$ cat config.mk
export PLATFORM = sky130hd
export DESIGN_NAME = hazard_unit
export DESIGN_NICKNAME = d
export VERILOG_FILES = /design/src/rtl/mips_pkg.sv /design/src/rtl/mem_wait_fsm.sv /design/src/rtl/hazard_unit.sv
export SDC_FILE = /design/constraint.sdc
export NUM_CORES = 1
export LEC_CHECK = 0
export ABC_AREA = 1
export BUFFER_PORTS_ARGS = -buffer_cell sky130_fd_sc_hd__buf_2
export CAP_MARGIN = 20
export CORE_MARGIN = 5
export CORE_UTILIZATION = 45
export CTS_BUF_LIST = sky130_fd_sc_hd__clkbuf_8
export CTS_CLUSTER_DIAMETER = 50
export DETAILED_ROUTE_END_ITERATION = 12
export GPL_TIMING_DRIVEN = 0
export HOLD_SLACK_MARGIN = 0.05
export PLACE_DENSITY = 0.68
export SYNTH_ARGS = -nofsm -noshare
export SYNTH_HDL_FRONTEND = slang
export SYNTH_SLANG_ARGS = --single-unit
$ cat constraint.sdc
create_clock -name clk -period 1.9 [get_ports clk]
set_input_delay 0.19 -clock clk [delete_from_list [all_inputs] [get_ports clk]]
set_output_delay 0.19 -clock clk [all_outputs]
set_load 0.01 [all_outputs]
$ cat src/rtl/mips_pkg.sv
// Shared definitions for the MIPS pipeline control blocks.
//   FWD_*       : E-stage operand select encodings (forwardae / forwardbe)
//   mem_state_e : data-memory wait FSM state encoding
//   reg_match   : register-address compare that never matches $0
package mips_pkg;

    localparam logic [1:0] FWD_RF = 2'b00;  // operand from register file
    localparam logic [1:0] FWD_W  = 2'b01;  // operand from W-stage result
    localparam logic [1:0] FWD_M  = 2'b10;  // operand from M-stage ALU result

    typedef enum logic {
        RUN     = 1'b0,
        MEMWAIT = 1'b1
    } mem_state_e;

    // $0 is hard-wired to zero, so a source of 0 never depends on anything.
    function automatic logic reg_match(input logic [4:0] src, input logic [4:0] dst);
        return (src != 5'd0) && (src == dst);
    endfunction

endpackage

$ cat src/rtl/mem_wait_fsm.sv
// Data-memory wait FSM with timeout.
//   clk, rst_n     : clock, asynchronous active-low reset
//   memreqm_i      : load/store active in M
//   dmem_ready_i   : data memory completes the M access this cycle
//   memstall_o     : freeze the pipeline for the outstanding access
//   memerr_o       : sticky flag, an access was abandoned on timeout
//   state_o        : current FSM state (debug visibility)
// RUN detects a not-ready access and stalls in the same cycle; MEMWAIT keeps
// stalling until ready or until tocnt reaches MEM_TIMEOUT. Ready beats timeout.
module mem_wait_fsm
    import mips_pkg::*;
#(
    parameter int MEM_TIMEOUT = 255,
    parameter int TO_W        = 8
) (
    input  logic       clk,
    input  logic       rst_n,
    input  logic       memreqm_i,
    input  logic       dmem_ready_i,
    output logic       memstall_o,
    output logic       memerr_o,
    output mem_state_e state_o
);

    localparam logic [TO_W-1:0] TO_LIMIT = TO_W'(MEM_TIMEOUT);

    mem_state_e      state_q, state_d;
    logic [TO_W-1:0] tocnt_q, tocnt_d;
    logic            memerr_q, memerr_d;
    logic            memstall;
    logic            timeout;

    always_ff @(posedge clk or negedge rst_n) begin
        if (!rst_n) begin
            state_q  <= RUN;
            tocnt_q  <= '0;
            memerr_q <= 1'b0;
        end else begin
            state_q  <= state_d;
            tocnt_q  <= tocnt_d;
            memerr_q <= memerr_d;
        end
    end

    assign timeout = (state_q == MEMWAIT) && (tocnt_q == TO_LIMIT);

    always_comb begin
        state_d  = state_q;
        tocnt_d  = tocnt_q;
        memerr_d = memerr_q;
        memstall = 1'b0;
        case (state_q)
            RUN: begin
                tocnt_d = '0;
                if (memreqm_i && !dmem_ready_i) begin
                    state_d  = MEMWAIT;
                    tocnt_d  = {{(TO_W-1){1'b0}}, 1'b1};
                    memstall = 1'b1;
                end
            end
            MEMWAIT: begin
                if (dmem_ready_i) begin
                    state_d = RUN;
                    tocnt_d = '0;
                end else if (timeout) begin
                    // Abandon the access and let the pipeline advance.
                    state_d  = RUN;
                    tocnt_d  = '0;
                    memerr_d = 1'b1;
                end else begin
                    memstall = 1'b1;
                    tocnt_d  = tocnt_q + 1'b1;
                end
            end
            default: begin
                state_d = RUN;
                tocnt_d = '0;
            end
        endcase
    end

    // The RUN-state term is combinational on inputs, so gate it while reset
    // is held: during reset only the pure hazard terms may drive stalls.
    assign memstall_o = memstall & rst_n;
    assign memerr_o   = memerr_q;
    assign state_o    = state_q;

endmodule

$ cat src/rtl/hazard_unit.sv
// Pipeline hazard controller for the 5-stage MIPS core.
//   clk, rst_n                : clock, asynchronous active-low reset
//   rsd/rtd, rse/rte          : source registers in D / E
//   writerege/m/w, regwritee/m/w : destinations and write enables in E/M/W
//   memtorege/m               : load in E / M
//   branchd                   : branch resolved in D
//   memreqm, dmem_ready       : M-stage memory access and its completion
//   stallf..stallw, flushe    : stage holds and ID-EX bubble
//   forwardad/bd, forwardae/be: forwarding selects for D comparator / E ALU
//   memerr                    : sticky memory-timeout flag
//   stallcnt                  : saturating count of cycles with stallf=1
//   fsm_state                 : memory wait FSM state (debug)
module hazard_unit
    import mips_pkg::*;
#(
    parameter int MEM_TIMEOUT = 255,
    parameter int TO_W        = 8,
    parameter int STALLCNT_W  = 32
) (
    input  logic                  clk,
    input  logic                  rst_n,
    input  logic [4:0]            rsd,
    input  logic [4:0]            rtd,
    input  logic [4:0]            rse,
    input  logic [4:0]            rte,
    input  logic [4:0]            writerege,
    input  logic [4:0]            writeregm,
    input  logic [4:0]            writeregw,
    input  logic                  regwritee,
    input  logic                  regwritem,
    input  logic                  regwritew,
    input  logic                  memtorege,
    input  logic                  memtoregm,
    input  logic                  branchd,
    input  logic                  memreqm,
    input  logic                  dmem_ready,
    output logic                  stallf,
    output logic                  stalld,
    output logic                  stalle,
    output logic                  stallm,
    output logic                  stallw,
    output logic                  flushe,
    output logic                  forwardad,
    output logic                  forwardbd,
    output logic [1:0]            forwardae,
    output logic [1:0]            forwardbe,
    output logic                  memerr,
    output logic [STALLCNT_W-1:0] stallcnt,
    output mem_state_e            fsm_state
);

    logic                  lwstall, branchstall, memstall, hazstall;
    logic [STALLCNT_W-1:0] stallcnt_q, stallcnt_d;

    mem_wait_fsm #(
        .MEM_TIMEOUT (MEM_TIMEOUT),
        .TO_W        (TO_W)
    ) u_mem_wait_fsm (
        .clk          (clk),
        .rst_n        (rst_n),
        .memreqm_i    (memreqm),
        .dmem_ready_i (dmem_ready),
        .memstall_o   (memstall),
        .memerr_o     (memerr),
        .state_o      (fsm_state)
    );

    // M has the newer value, so it wins over W.
    always_comb begin
        forwardae = FWD_RF;
        if (regwritem && reg_match(rse, writeregm))      forwardae = FWD_M;
        else if (regwritew && reg_match(rse, writeregw)) forwardae = FWD_W;
        forwardbe = FWD_RF;
        if (regwritem && reg_match(rte, writeregm))      forwardbe = FWD_M;
        else if (regwritew && reg_match(rte, writeregw)) forwardbe = FWD_W;
    end

    assign forwardad = regwritem && reg_match(rsd, writeregm);
    assign forwardbd = regwritem && reg_match(rtd, writeregm);

    assign lwstall = memtorege && (reg_match(rsd, rte) || reg_match(rtd, rte));

    // A branch compares in D, so an E-stage ALU result or an M-stage load
    // feeding it cannot be forwarded in time.
    assign branchstall = branchd &&
        ((regwritee && (reg_match(rsd, writerege) || reg_match(rtd, writerege))) ||
         (memtoregm && (reg_match(rsd, writeregm) || reg_match(rtd, writeregm))));

    assign hazstall = lwstall || branchstall;

    assign stallf = hazstall || memstall;
    assign stalld = stallf;
    assign stalle = memstall;
    assign stallm = memstall;
    assign stallw = memstall;
    // A frozen E stage must keep its instruction, so no bubble under memstall.
    assign flushe = hazstall && !memstall;

    always_ff @(posedge clk or negedge rst_n) begin
        if (!rst_n) stallcnt_q <= '0;
        else        stallcnt_q <= stallcnt_d;
    end

    always_comb begin
        stallcnt_d = stallcnt_q;
        if (stallf && (stallcnt_q != '1)) stallcnt_d = stallcnt_q + 1'b1;
    end

    assign stallcnt = stallcnt_q;

endmodule

# == Word-level counts from Yosys, hierarchy flattened ==
# Index checks and enable logic that the tools add are counted.
# word_totals
inputBits,45
ff_bits,42
word_cells,70
# op_classes
eq_ne,12
n_addsub,2
n_reduce_logical,37
n_mux,12
bitwise,3
# op_table
op,count
$eq A5 B5 Y1,10
$add A32 B1 Y32 const B,1
$ne A32 B32 Y1 const B,1
$logic_and A1 B1 Y1,24
$reduce_bool A5 Y1,4
$mux W8,2
$pmux W8 S2,1
$add A8 B1 Y8 const B,1
$eq A8 B8 Y1 const B,1
$logic_or A1 B1 Y1,6
$mux W1,6
$mux W2,2
$reduce_and A3 Y1,1
$logic_not A1 Y1,2
$not A1 Y1,2
$pmux W1 S2,1
$and A1 B1 Y1,1

# == Longest topological paths before layout ==
# depth
word_depth,9
ltp_mapped,15
mapped_depth_nobuf,14

# == Cells and area by module ==
# Synthesis repeated with hierarchy kept, for this count alone.
# hier_totals
hier_cells,517
hier_area_um2,3425.8
# by_module_without_submodules
mod,n_inst,area_each_um2,seq_area_each_um2,cells_each
hazard_unit,1,2910.3,800.8,459
mem_wait_fsm,1,515.5,250.2,58

# == Worst setup path after synthesis ==
# Ideal clock, no wire load.
# synth_path
kind,reg2out
start,register u_mem_wait_fsm.tocnt_q[0]
end,output stallf
path_stages_with_launch,10
t_required_ns,1.710
arrival_time_ns,1.679
slack_ns,0.031
cell_sequence,dfrtp_1 -> ha_1 -> and3_4 -> nand4_2 -> o21ai_4 -> nand2_2 -> nand2_2 -> nand3_4 -> buf_2 -> buf_4
# synth_via
elab_chain_len,7
# synth_rtl
item,line_no,rtl
from (decl),mem_wait_fsm.sv:28,"logic [TO_W-1:0] tocnt_q, tocnt_d;"
from (signal assigned),mem_wait_fsm.sv:40,tocnt_q <= tocnt_d;
$eq A8 B8 Y1,mem_wait_fsm.sv:45,assign timeout = (state_q == MEMWAIT) && (tocnt_q == TO_LIMIT);
$logic_and A1 B1 Y1,mem_wait_fsm.sv:45,
$mux W1,mem_wait_fsm.sv:65,end else if (timeout) begin
$mux W1,mem_wait_fsm.sv:62,if (dmem_ready_i) begin
$pmux W1 S2,mem_wait_fsm.sv:52,case (state_q)
via u_mem_wait_fsm.memstall,mem_wait_fsm.sv:30,logic memstall;
$and A1 B1 Y1,mem_wait_fsm.sv:84,assign memstall_o = memstall & rst_n;
$logic_or A1 B1 Y1,hazard_unit.sv:91,assign stallf = hazstall || memstall;
to (decl),hazard_unit.sv:37,"output logic stallf,"
# The timed path passes the listed nets, and every way through them passes these cells.

# == Worst setup path in the final report ==
# Ends and elaborated chain as after synthesis.

==> results.tsv <==
metric	value	unit
synth_top_family_by_area	simple AND/OR/NAND/NOR gates	
cts_root_buf	clkbuf_8	
fin_nets	691	
cap_violations	0	
synth_seq_area_share	0.302	
clock_path_buffers	2	
grt_use_total	0.201	
fp.dieW	98.0	um
overflow	0	
yosys.area_share.simple	0.420	
p_clk_frac	0.278	
synth_edf_count	0	
cp.arrival	1860	ps
hpwlAfterDp	7.46	mm
max_freq	488	MHz
stdcell_count	747	
synth_seq_cells	42	
wirelength	10.3	mm
start_util	0.455	
wl_per_cell	13.7	um
p_per_area	548	nW/um^2
syn_inst	518	
swShare	0.327	
status	complete, but fails checks	
synth_xor_area_frac	0.136	
yosys.area.top_type	dfrtp_1	
synth_cell_types	40	
ir_drop	0.000497	V
gp_congestion	0.958	
yosysMostFrequentCell	nand2_1	
synth_top_area_share	0.302	
start_kind	flop	
yosys_warnings	0	
cts_tree	done	
syn_area_per_cell	6.72	sq um
areaGrowthSynthToFinish	34.0	%
port_buffers	85	
h-tree-depth	2	
violations	negative setup slack	
syn_area	3480	sq um
io_pins	91	
die_height	98.0	um
setup_ws	-151	ps
dieArea	9600	sq um
dr.pass1.iters	7	
antenna_cells	0	
grt_pass1_vias	3508	
critPathMaxFanout	3	
worst_pin_slew	428	ps
synthTopCellsByArea	dfrtp_1, nand2_1, xor2_1, nand3_1, nor2_1	
routed-via-count	3816	
grt_max_degree	44	
vias_per_cell	5.11	
async_flop_share	1.00	
cts.clk_slew.worst_paths	80	ps
post-place-ws	-343	ps
seq_power_share	0.404	
synth_compound_area_frac	0.0356	
synthMuxAreaShare	0	
cp-end-kind	output pin	
cts_buffers	5	
drv_slew	0	
rows	32	
intPower	0.00172	W
clk-insertion-delay-late	300	ps
synth_commonest_cells	nand2_1, nor2_1, inv_1, nand3_1, dfrtp_1	
synth_ff_type	dfrtp_1	
synth.net_count	565	
drc	0	
core	7650	sq um
hold_class	in2reg	
clock_sinks	42	
p_comb_frac	0.318	
period_minus_slack	2050	ps
p_switching	0.000835	W
timing.slew.headroom	0.713	
drive_above_1_share	0.295	
finClkSkew	12.1	ps
ant_nets	0	
p_total	0.00256	W
power.leakage	2.54	nW
finalInstanceArea	4670	sq um
hold_viol	0	
path_class	reg2out	
drtIter0Drc	227	
critPathRequiredTime	1710	ps
synth_adder_area_share	0.00718	
post-route-period-util	1.08	
placed_cells	705	
rsz0062_at_grt	yes	
antenna_found_initial	0	
grt_pass1_wl	16.3	mm
dpl_cell_area	4040	sq um
setup_violations	24	
-- worst max-delay path: stages (launching register included) --
cell     delay [ps]
dfrtp_1         360
ha_2            180
and3_4          190
nand4_4          90
o21ai_4         170
nand2_2          80
nand2_2          90
nand3_4          80
buf_6           130
buf_6           100
buf_6           110
-- registers in the layout, summed over array words and instances, names as in the netlist --
signal	count
stallcnt	32
u_mem_wait_fsm.tocnt_q	8
u_mem_wait_fsm.memerr_o	1
u_mem_wait_fsm.state_o	1
-- path summary, 6_finish.rpt --
path | start | end | slack, ps | depth (start not counted)
max | u_mem_wait_fsm.tocnt_q[0] | stallf | -150 | 10
min | memreqm | u_mem_wait_fsm.state_o | 220 | 3
max reg2reg | stallcnt[1] | stallcnt[14] | -60 | 11
min reg2reg | u_mem_wait_fsm.memerr_o | u_mem_wait_fsm.memerr_o | 460 | 1
max in group asynchronous | rst_n | stallcnt[10] | 1150 | 3
min in group asynchronous | rst_n | u_mem_wait_fsm.tocnt_q[4] | 260 | 2
-- final cells by class --
class / count / area (sq um)
well taps: 102 / 128
repair buffers: 119 / 787
multi-input cells: 394 / 2180
plain buffers: 16 / 155
flip-flops and latches: 42 / 1060
fillers: 680 / 2980
clock inverters: 3 / 40.0
inverters: 66 / 248
clock buffers: 5 / 68.8
-- cell usage in the layout, fill, tap and decap left out, types with 5 or more instances in the layout --
| cell | count |
|---|---|
| xor2_1 | 30 |
| dfrtp_2 | 5 |
| dfrtp_1 | 37 |
| nor2_1 | 57 |
| inv_1 | 54 |
| buf_6 | 8 |
| nand3_1 | 48 |
| inv_2 | 12 |
| clkbuf_8 | 5 |
| nor3_1 | 9 |
| buf_2 | 88 |
| nand2_1 | 159 |
| xnor2_1 | 24 |
| buf_4 | 27 |
| nand4_1 | 13 |
| nand2_2 | 6 |
-- power by group through the flow --
stage | registers, W | logic [W] | clock network [W]
2_1_floorplan | 0.00104 | 0.000319 | 0
3_3_place_gp | 0.00103 | 0.000554 | 0
3_5_place_dp | 0.00103 | 0.000571 | 0
4_1_cts | 0.00101 | 0.000677 | 0.000724
5_1_grt | 0.00104 | 0.000882 | 0.000769
6_report | 0.00103 | 0.000813 | 0.000711
-- kinds of logic after synthesis --
kind of cell,Yosys count
AND/OR/NAND/NOR,321
buffers and inverters,82
XOR/XNOR,54
flip-flops,42
AO/OA/AOI/OAI,17
adder cells (fa/ha/maj),2
-- per-stage QoR --
stage / utilization / setup TNS [ps] / hold WS, ps
after detailed placement: 0.528 / -5510 / 402
after global routing: 0.610 / -5610 / 241
final: 0.610 / -847 / 217
after CTS: 0.564 / -923 / 76.9
after global placement: 0.528 / -4730 / 390
after floorplan: - / 0 / -106
-- metal layers --
layer	global-route usage	up-vias	part of all wire
met2	0.338	130	0.49
li1	-	1888	-
met1	0.271	1781	0.43
met5	0	-	0
met3	0.0350	17	0.066
met4	0.0447	0	0.016
-- repair_timing --
item                                    in CTS  in global routing
gates cloned                                 1                  3
setup buffers                               13                 17
endpoints found under the setup margin      38                 38
pin swaps                                    5                 12
endpoints found under the hold margin        0                 42
gates resized for setup                     18                 31
hold buffers                                 0                  1
No activity file was read; power rests on OpenSTA's default activity.
